`src/rtl/core_pkg.sv`:
```
// Shared definitions for the RV32 pipeline.
// Holds the datapath width, control bundle layout and bubble constant.
package core_pkg;

    localparam int XLEN   = 32;
    localparam int CTRL_W = 8;

    localparam int CTRL_REGWRITE  = 0;
    localparam int CTRL_MEMREAD   = 1;
    localparam int CTRL_MEMWRITE  = 2;
    localparam int CTRL_MEMTOREG  = 3;
    localparam int CTRL_BRANCH    = 4;
    localparam int CTRL_ALUSRC    = 5;
    localparam int CTRL_ALUOP_LSB = 6;

    localparam logic [CTRL_W-1:0] CTRL_BUBBLE = '0;

endpackage

```
`src/rtl/id_ex_stage_load_use_detect.sv`:
```
// Load-use hazard detector between the EX-side load and the decode slot.
// Purely combinational so it can be replicated per issue path.
import core_pkg::*;

module load_use_detect (
    input  logic       ex_valid,
    input  logic       ex_memread,
    input  logic [4:0] ex_rd,
    input  logic       id_valid,
    input  logic [4:0] id_rs1,
    input  logic [4:0] id_rs2,
    output logic       lu
);

    logic rd_nz;
    logic rd_hit;

    // A load writing a non-zero rd that decode reads through either source.
    always_comb begin
        rd_nz  = (ex_rd != 5'd0);
        rd_hit = (ex_rd == id_rs1) | (ex_rd == id_rs2);
        lu     = ex_valid & ex_memread & rd_nz & id_valid & rd_hit;
    end

endmodule

```
`src/rtl/id_ex_stage.sv`:
```
// ID/EX pipeline register with load-use stall, branch flush and hold.
// Optional event counters are built when ID_EX_STALL_CNT_EN is defined.
import core_pkg::*;

module id_ex_stage #(
    parameter int XW = core_pkg::XLEN,
    parameter int CW = core_pkg::CTRL_W
) (
    input  logic          clk,
    input  logic          rst,
    input  logic          hold,
    input  logic          flush,
    input  logic          if_id_valid,
    input  logic [4:0]    if_id_rs1,
    input  logic [4:0]    if_id_rs2,
    input  logic [4:0]    if_id_rd,
    input  logic [XW-1:0] if_id_rdata1,
    input  logic [XW-1:0] if_id_rdata2,
    input  logic [XW-1:0] if_id_imm,
    input  logic [XW-1:0] if_id_pc,
    input  logic [CW-1:0] if_id_ctrl,
    output logic          stall,
`ifdef ID_EX_STALL_CNT_EN
    output logic [31:0]   stall_cnt,
    output logic [31:0]   flush_cnt,
`endif
    output logic          id_ex_valid,
    output logic [4:0]    id_ex_rs1,
    output logic [4:0]    id_ex_rs2,
    output logic [4:0]    id_ex_rd,
    output logic [XW-1:0] id_ex_rdata1,
    output logic [XW-1:0] id_ex_rdata2,
    output logic [XW-1:0] id_ex_imm,
    output logic [XW-1:0] id_ex_pc,
    output logic [CW-1:0] id_ex_ctrl
);

    logic lu;
    logic bubble;

    load_use_detect u_lud (
        .ex_valid   (id_ex_valid),
        .ex_memread (id_ex_ctrl[CTRL_MEMREAD]),
        .ex_rd      (id_ex_rd),
        .id_valid   (if_id_valid),
        .id_rs1     (if_id_rs1),
        .id_rs2     (if_id_rs2),
        .lu         (lu)
    );

    // Flush overrides the stall; the decode slot is discarded upstream.
    always_comb begin
        stall  = lu & ~flush & ~rst;
        bubble = flush | lu;
    end

    // Pipeline register: reset, then flush, then hold, then bubble/load.
    always_ff @(posedge clk) begin
        if (rst) begin
            id_ex_valid  <= 1'b0;
            id_ex_rs1    <= '0;
            id_ex_rs2    <= '0;
            id_ex_rd     <= '0;
            id_ex_rdata1 <= '0;
            id_ex_rdata2 <= '0;
            id_ex_imm    <= '0;
            id_ex_pc     <= '0;
            id_ex_ctrl   <= CTRL_BUBBLE;
        end else if (flush || !hold) begin
            id_ex_rs1    <= if_id_rs1;
            id_ex_rs2    <= if_id_rs2;
            id_ex_rdata1 <= if_id_rdata1;
            id_ex_rdata2 <= if_id_rdata2;
            id_ex_imm    <= if_id_imm;
            id_ex_pc     <= if_id_pc;
            if (bubble) begin
                id_ex_valid <= 1'b0;
                id_ex_rd    <= '0;
                id_ex_ctrl  <= CTRL_BUBBLE;
            end else begin
                id_ex_valid <= if_id_valid;
                id_ex_rd    <= if_id_rd;
                id_ex_ctrl  <= if_id_valid ? if_id_ctrl : CTRL_BUBBLE;
            end
        end
    end

`ifdef ID_EX_STALL_CNT_EN
    // Count applied flushes and inserted load-use bubbles.
    always_ff @(posedge clk) begin
        if (rst) begin
            stall_cnt <= '0;
            flush_cnt <= '0;
        end else if (flush) begin
            flush_cnt <= flush_cnt + 32'd1;
        end else if (!hold && lu) begin
            stall_cnt <= stall_cnt + 32'd1;
        end
    end
`endif

endmodule

```
`config.mk`:
```
export PLATFORM = sky130hd
export DESIGN_NAME = id_ex_stage
export DESIGN_NICKNAME = d
export VERILOG_FILES = /design/src/rtl/core_pkg.sv /design/src/rtl/id_ex_stage_load_use_detect.sv /design/src/rtl/id_ex_stage.sv
export SDC_FILE = /design/constraint.sdc
export NUM_CORES = 1
export LEC_CHECK = 0
export BUFFER_PORTS_ARGS = -buffer_cell sky130_fd_sc_hd__buf_4
export CORE_ASPECT_RATIO = 0.75
export CORE_MARGIN = 3
export CORE_UTILIZATION = 40
export DETAILED_ROUTE_END_ITERATION = 6
export PLACE_DENSITY = 0.74
export REMOVE_ABC_BUFFERS = 1
export SETUP_SLACK_MARGIN = 0.05
export SLEW_MARGIN = 30
export SYNTH_ARGS = -nofsm -noshare
export SYNTH_HDL_FRONTEND = slang
export SYNTH_SLANG_ARGS = --single-unit
```
`constraint.sdc`:
```
create_clock -name clk -period 3.7 [get_ports clk]
set_input_delay 0.37 -clock clk [delete_from_list [all_inputs] [get_ports clk]]
set_output_delay 0.37 -clock clk [all_outputs]
set_load 0.05 [all_outputs]
```
Word level (Yosys, flattened, before mapping)
Index checks and enable logic that the tools add are counted.
{"block": "totals", "word_cells": 28, "input_bits": 156, "reg_bits": 152}
{"block": "classes", "bitwise": 10, "n_reduce_logical": 3, "n_eq_ne": 2, "mux": 4}
{"operator": "two-way mux 8 bit", "count": 2}
{"operator": "equality test 5 bit", "count": 2}
{"operator": "bitwise AND 1 bit", "count": 6}
{"operator": "two-way mux 5 bit", "count": 1}
{"operator": "nonzero test 5 bit", "count": 1}
{"operator": "inverter 1 bit", "count": 2}
{"operator": "bitwise OR 1 bit", "count": 2}
{"operator": "logical NOT 1 bit", "count": 1}
{"operator": "logical OR 1 bit", "count": 1}
{"operator": "two-way mux 1 bit", "count": 1}

Longest topological paths before layout
{"block": "logic_depth", "ltp_word": 6, "depth_mapped": 5, "ltp_nobuf": 4}

Hierarchy
Synthesis repeated with hierarchy kept, for this count alone.
{"block": "hier_totals", "hier_cells": 664, "hier_area_um2": 5357.6}
{"mod": "id_ex_stage", "area_per_inst_um2": 5228.8, "instances": 1, "cells_per_inst": 647}
{"mod": "load_use_detect", "area_per_inst_um2": 128.9, "instances": 1, "cells_per_inst": 17}

Worst setup path after synthesis
No wires, ideal clock.
{"block": "synth_timing", "path_type": "register -> output", "startpoint": "register id_ex_rd[0]", "endpoint": "output stall", "stages_incl_launch_ff": 5, "arrival_time_ns": 2.930, "slack_ns": 0.400, "path_buffers": 0, "required_time_ns": 3.330, "path_cell_list": "dfxtp_1 > xnor2_1 > nand3_1 > o22ai_1 > nor4b_1"}
{"block": "synth_via", "elab_chain_len": 6, "word_cells_on_any_way": 9, "classes_between": "eq/ne: 2; bitwise: 6; reduce/logical: 1"}
{"element": "start, declared", "line": "id_ex_stage.sv:30", "source": "output logic [4:0] id_ex_rd,"}
{"element": "start signal, assigned", "line": "id_ex_stage.sv:82", "source": "id_ex_rd <= if_id_rd;"}
{"element": "nonzero test 5 bit", "line": "id_ex_stage_load_use_detect.sv:20", "source": "rd_nz = (ex_rd != 5'd0);"}
{"element": "bitwise AND 1 bit (2 in a row)", "line": "id_ex_stage_load_use_detect.sv:22", "source": "lu = ex_valid & ex_memread & rd_nz & id_valid & rd_hit;"}
{"element": "bitwise AND 1 bit *", "line": "id_ex_stage_load_use_detect.sv:22"}
{"element": "bitwise AND 1 bit * (2 in a row)", "line": "id_ex_stage.sv:53", "source": "stall = lu & ~flush & ~rst;"}
{"element": "end, declared", "line": "id_ex_stage.sv:22", "source": "output logic stall,"}
Every way passes the cells marked *; elsewhere a longest branch is shown, timed or not.

Worst setup path after layout
{"block": "layout_timing", "startpoint": "register id_ex_rd[1]", "endpoint": "output stall"}
The elaborated chain is that of the path after synthesis.

==> impl_metrics.prom <==
# TYPE chip_impl_metric gauge
chip_impl_info{name="cts_root_buf",value="sky130_fd_sc_hd__clkbuf_16"} 1
chip_impl_metric{name="design.die.area",unit="µm²"} 15200
chip_impl_metric{name="detail_route.drc_violations",unit=""} 0
chip_impl_metric{name="drtPass1Iterations",unit=""} 4
chip_impl_metric{name="first_global_vias",unit=""} 5065
chip_impl_metric{name="setup_violations",unit=""} 0
chip_impl_metric{name="post-cts-setup-buffer-count",unit=""} 0
chip_impl_metric{name="clk_transition_reported_paths",unit="ns"} 0.06
chip_impl_info{name="tritoncts",value="done"} 1
chip_impl_metric{name="setup_total_negative_slack",unit="ns"} 0
chip_impl_metric{name="worst_ep_arrival_time",unit="ns"} 2.07
chip_impl_metric{name="final_min_period_over_clock_period",unit=""} 0.661
chip_impl_metric{name="final_min_period",unit="ns"} 2.44
chip_impl_metric{name="ctsResizeCount",unit=""} 0
chip_impl_metric{name="place.detailed.hpwl",unit="µm"} 12300
chip_impl_metric{name="layout-drive-gt1-share",unit=""} 0.361
chip_impl_metric{name="ant_nets",unit=""} 0
chip_impl_info{name="r2r_end",value="id_ex_rd[1]"} 1
chip_impl_metric{name="grt_antenna_before_repair",unit=""} 0
chip_impl_metric{name="hold-path-cell-count",unit=""} 3
chip_impl_metric{name="critPathMaxFanout",unit=""} 15
chip_impl_info{name="layout_commonest_cell",value="sky130_fd_sc_hd__buf_4"} 1
chip_impl_metric{name="timing.final.max_slew_violations",unit=""} 0
chip_impl_metric{name="reg2reg_depth",unit=""} 4
chip_impl_metric{name="groute.usage.overall",unit=""} 0.222
chip_impl_metric{name="synth_cells",unit=""} 692
chip_impl_metric{name="maximum_number_of_pins_on_one_net_before_global_route_repair",unit=""} 73
chip_impl_metric{name="yosys_warnings",unit=""} 0
chip_impl_info{name="rsz0062_at_grt",value="no"} 1
chip_impl_metric{name="route.final.wire_length",unit="µm"} 17300
chip_impl_info{name="most-common-layout-cells",value="sky130_fd_sc_hd__buf_4 (313), sky130_fd_sc_hd__nand2_1 (284), sky130_fd_sc_hd__dfxtp_1 (152), sky130_fd_sc_hd__a21oi_1 (138), sky130_fd_sc_hd__clkbuf_16 (17)"} 1
chip_impl_metric{name="net_count_reported_at_finish",unit=""} 1129
chip_impl_metric{name="synth-seq-area-share",unit=""} 0.554
chip_impl_metric{name="max_transition_margin",unit=""} 0.455
chip_impl_metric{name="clkSinkCount",unit=""} 152
chip_impl_metric{name="die_w",unit="µm"} 141
chip_impl_info{name="worstSetupEndpointType",value="primary output"} 1
chip_impl_info{name="worst_setup_path_startpoint",value="id_ex_rd[1]"} 1
chip_impl_metric{name="dp_cells",unit=""} 1125
chip_impl_metric{name="placement.io_buffers",unit=""} 308
chip_impl_metric{name="worstPathRequired",unit="ns"} 3.33
chip_impl_metric{name="reg2reg_setup_slack",unit="ns"} 2.00
chip_impl_metric{name="vias_per_cell",unit=""} 4.80
chip_impl_metric{name="final_cells",unit=""} 1157
chip_impl_metric{name="rows",unit=""} 36
chip_impl_metric{name="holdBufCountCts",unit=""} 0
chip_impl_info{name="timing.hold.worst.class",value="in -> reg"} 1
chip_impl_metric{name="htree_levels",unit=""} 4
chip_impl_metric{name="detailroute.via_count",unit=""} 5557
chip_impl_metric{name="area_growth",unit="%"} 54.9
chip_impl_metric{name="core-area",unit="µm²"} 13200
chip_impl_metric{name="mappedNetlistArea",unit="µm²"} 5490
chip_impl_info{name="status",value="completed"} 1
chip_impl_metric{name="place_congestion",unit=""} 0.812
chip_impl_metric{name="ctsLongestPathBuffers",unit=""} 2
chip_impl_metric{name="fillCellCount",unit=""} 1177
chip_impl_metric{name="top_level_ports",unit=""} 309
chip_impl_metric{name="maximum_capacitance_violations",unit=""} 0
chip_impl_metric{name="detailedRoute.firstIterationViolations",unit=""} 332
chip_impl_metric{name="number_of_endpoints_with_negative_hold_slack_in_the_final_report",unit=""} 0
chip_impl_metric{name="global_route.overflow_total",unit=""} 0
chip_impl_metric{name="n_antenna_cell",unit=""} 0
chip_impl_metric{name="cellLeakagePower",unit="nW"} 4.02
chip_impl_metric{name="power-per-cell-area",unit="nW/µm²"} 519
chip_impl_info{name="timing.rr.start",value="id_ex_rd[1]"} 1
chip_impl_metric{name="yosysUniqueCellTypes",unit=""} 24
chip_impl_metric{name="syn-mean-instance-area",unit="µm²"} 7.94
chip_impl_metric{name="synth-seq-cells",unit=""} 152
chip_impl_metric{name="initial_core_util",unit=""} 0.416
chip_impl_metric{name="worst_clock_skew",unit="ns"} 0.00609
chip_impl_metric{name="fp.dieH",unit="µm"} 107
chip_impl_metric{name="cts-buffers-inserted",unit=""} 17
chip_impl_metric{name="worst_vdd_ir",unit="mV"} 0.391
chip_impl_metric{name="timing_worst_slew_pin_value",unit="ns"} 0.818
chip_impl_metric{name="grt_pass1_wl",unit="µm"} 26400
chip_impl_metric{name="max_freq",unit="MHz"} 409
chip_impl_info{name="critical_path.startpoint_type",value="flip-flop"} 1
chip_impl_info{name="timing.critical_path.to",value="stall"} 1
chip_impl_metric{name="drt-wirelength-per-cell",unit="µm"} 15.0
chip_impl_info{name="criticalPathCategory",value="reg -> out"} 1
chip_impl_metric{name="worstSkewPairLatency",unit="ns"} 0.42
[power breakdown]
| group | switching (mW) | internal, mW |
|---|---|---|
| Sequential | 0.0551 | 1.74 |
| Clock | 0.658 | 1.08 |
| Combinational | 0.575 | 0.308 |
| Total | 1.29 | 3.12 |
[flip-flops by register name, indices dropped and copies added, names as in the netlist]
register      cells
id_ex_ctrl        8
id_ex_rs1         5
id_ex_rdata2     32
id_ex_rd          5
id_ex_rs2         5
id_ex_imm        32
id_ex_valid       1
id_ex_rdata1     32
id_ex_pc         32
[cell families after synthesis]
kind of cell              Yosys count  share of synthesized area
AOI/OAI and AO/OA                 168                      0.168
and+or+nand+nor                   308                      0.221
buffers and inverters              54                     0.0403
DFF                               152                      0.554
xor gates and xnor gates           10                     0.0159
[critical path, stage by stage, from the launching register on]
cell and delay, ns:
sky130_fd_sc_hd__dfxtp_1 0.36, sky130_fd_sc_hd__or4_4 0.56, sky130_fd_sc_hd__o2111ai_4 0.42, sky130_fd_sc_hd__nor4b_1 0.10, sky130_fd_sc_hd__buf_4 0.21
[stage by stage]
step / power (mW) / hold WS, ns / setup WS, ns / util / cell area, µm²
finish: 4.41 / 0.200 / 1.26 / 0.645 / 8510
global route: 4.59 / 0.185 / 1.10 / 0.645 / 8510
CTS: 4.46 / 0.178 / 1.24 / 0.645 / 8510
detailed placement: 2.72 / 0.444 / 1.67 / 0.599 / 7910
global placement: 2.71 / 0.439 / 1.70 / 0.599 / 7910
floorplan: 2.34 / 0.439 / -1.50 / - / 5270
[Yosys cell counts]
master                      number  share of area
sky130_fd_sc_hd__nand2_1       284           0.19
sky130_fd_sc_hd__dfxtp_1       152           0.55
sky130_fd_sc_hd__a21oi_1       138           0.13
sky130_fd_sc_hd__clkbuf_1       43          0.029
sky130_fd_sc_hd__nand3_1        10         0.0091
sky130_fd_sc_hd__xnor2_1        10          0.016
sky130_fd_sc_hd__o21ai_0         9         0.0082
sky130_fd_sc_hd__a22oi_1         8          0.011
sky130_fd_sc_hd__and3_1          8         0.0091
sky130_fd_sc_hd__a32oi_1         6         0.0096
sky130_fd_sc_hd__buf_2           5         0.0046
sky130_fd_sc_hd__o21ai_2         5         0.0080
sky130_fd_sc_hd__buf_1           3         0.0020
sky130_fd_sc_hd__buf_4           1         0.0014
sky130_fd_sc_hd__buf_6           1         0.0020
sky130_fd_sc_hd__clkbuf_2        1        0.00091
sky130_fd_sc_hd__nand2b_1        1         0.0011
sky130_fd_sc_hd__nor2b_1         1         0.0011
sky130_fd_sc_hd__nor3_2          1         0.0018
sky130_fd_sc_hd__nor3b_1         1         0.0014
sky130_fd_sc_hd__nor4b_1         1         0.0016
sky130_fd_sc_hd__o2111ai_4       1         0.0048
sky130_fd_sc_hd__o22ai_1         1         0.0011
sky130_fd_sc_hd__or4_4           1         0.0020
[routing by layer]
| layer | vias up | GRT usage | wire length (µm) | share of wire |
|---|---|---|---|---|
| met2 | 212 | 0.363 | 8510 | 0.49 |
| met3 | 24 | 0.0986 | 1780 | 0.10 |
| met5 | - | 0 | 0 | 0 |
| met1 | 2489 | 0.253 | 6670 | 0.39 |
| met4 | 0 | 0.0947 | 362 | 0.021 |
| li1 | 2832 | - | - | - |
[how the worst min path moves through the flow]
stage | start | end | slack [ns]
after CTS | if_id_pc[10] | id_ex_pc[10] | 0.18
after detailed placement | id_ex_rdata2[8] | id_ex_rdata2[8] | 0.44
after floorplan | rst | id_ex_imm[0] | 0.44
after global routing | if_id_rdata1[12] | id_ex_rdata1[12] | 0.18
final | if_id_pc[10] | id_ex_pc[10] | 0.20
after global placement | id_ex_rdata1[25] | id_ex_rdata1[25] | 0.44
[final cells by class]
cell class	count	area, µm²	area share
Clock buffer	20	447	0.0525
Clock inverter	12	150	0.0176
Multi-Input combinational cell	486	2240	0.264
Sequential cell	152	3040	0.358
Tap cell	171	214	0.0252
Timing Repair Buffer	316	2410	0.283
Power figures use the tool's default switching activity.
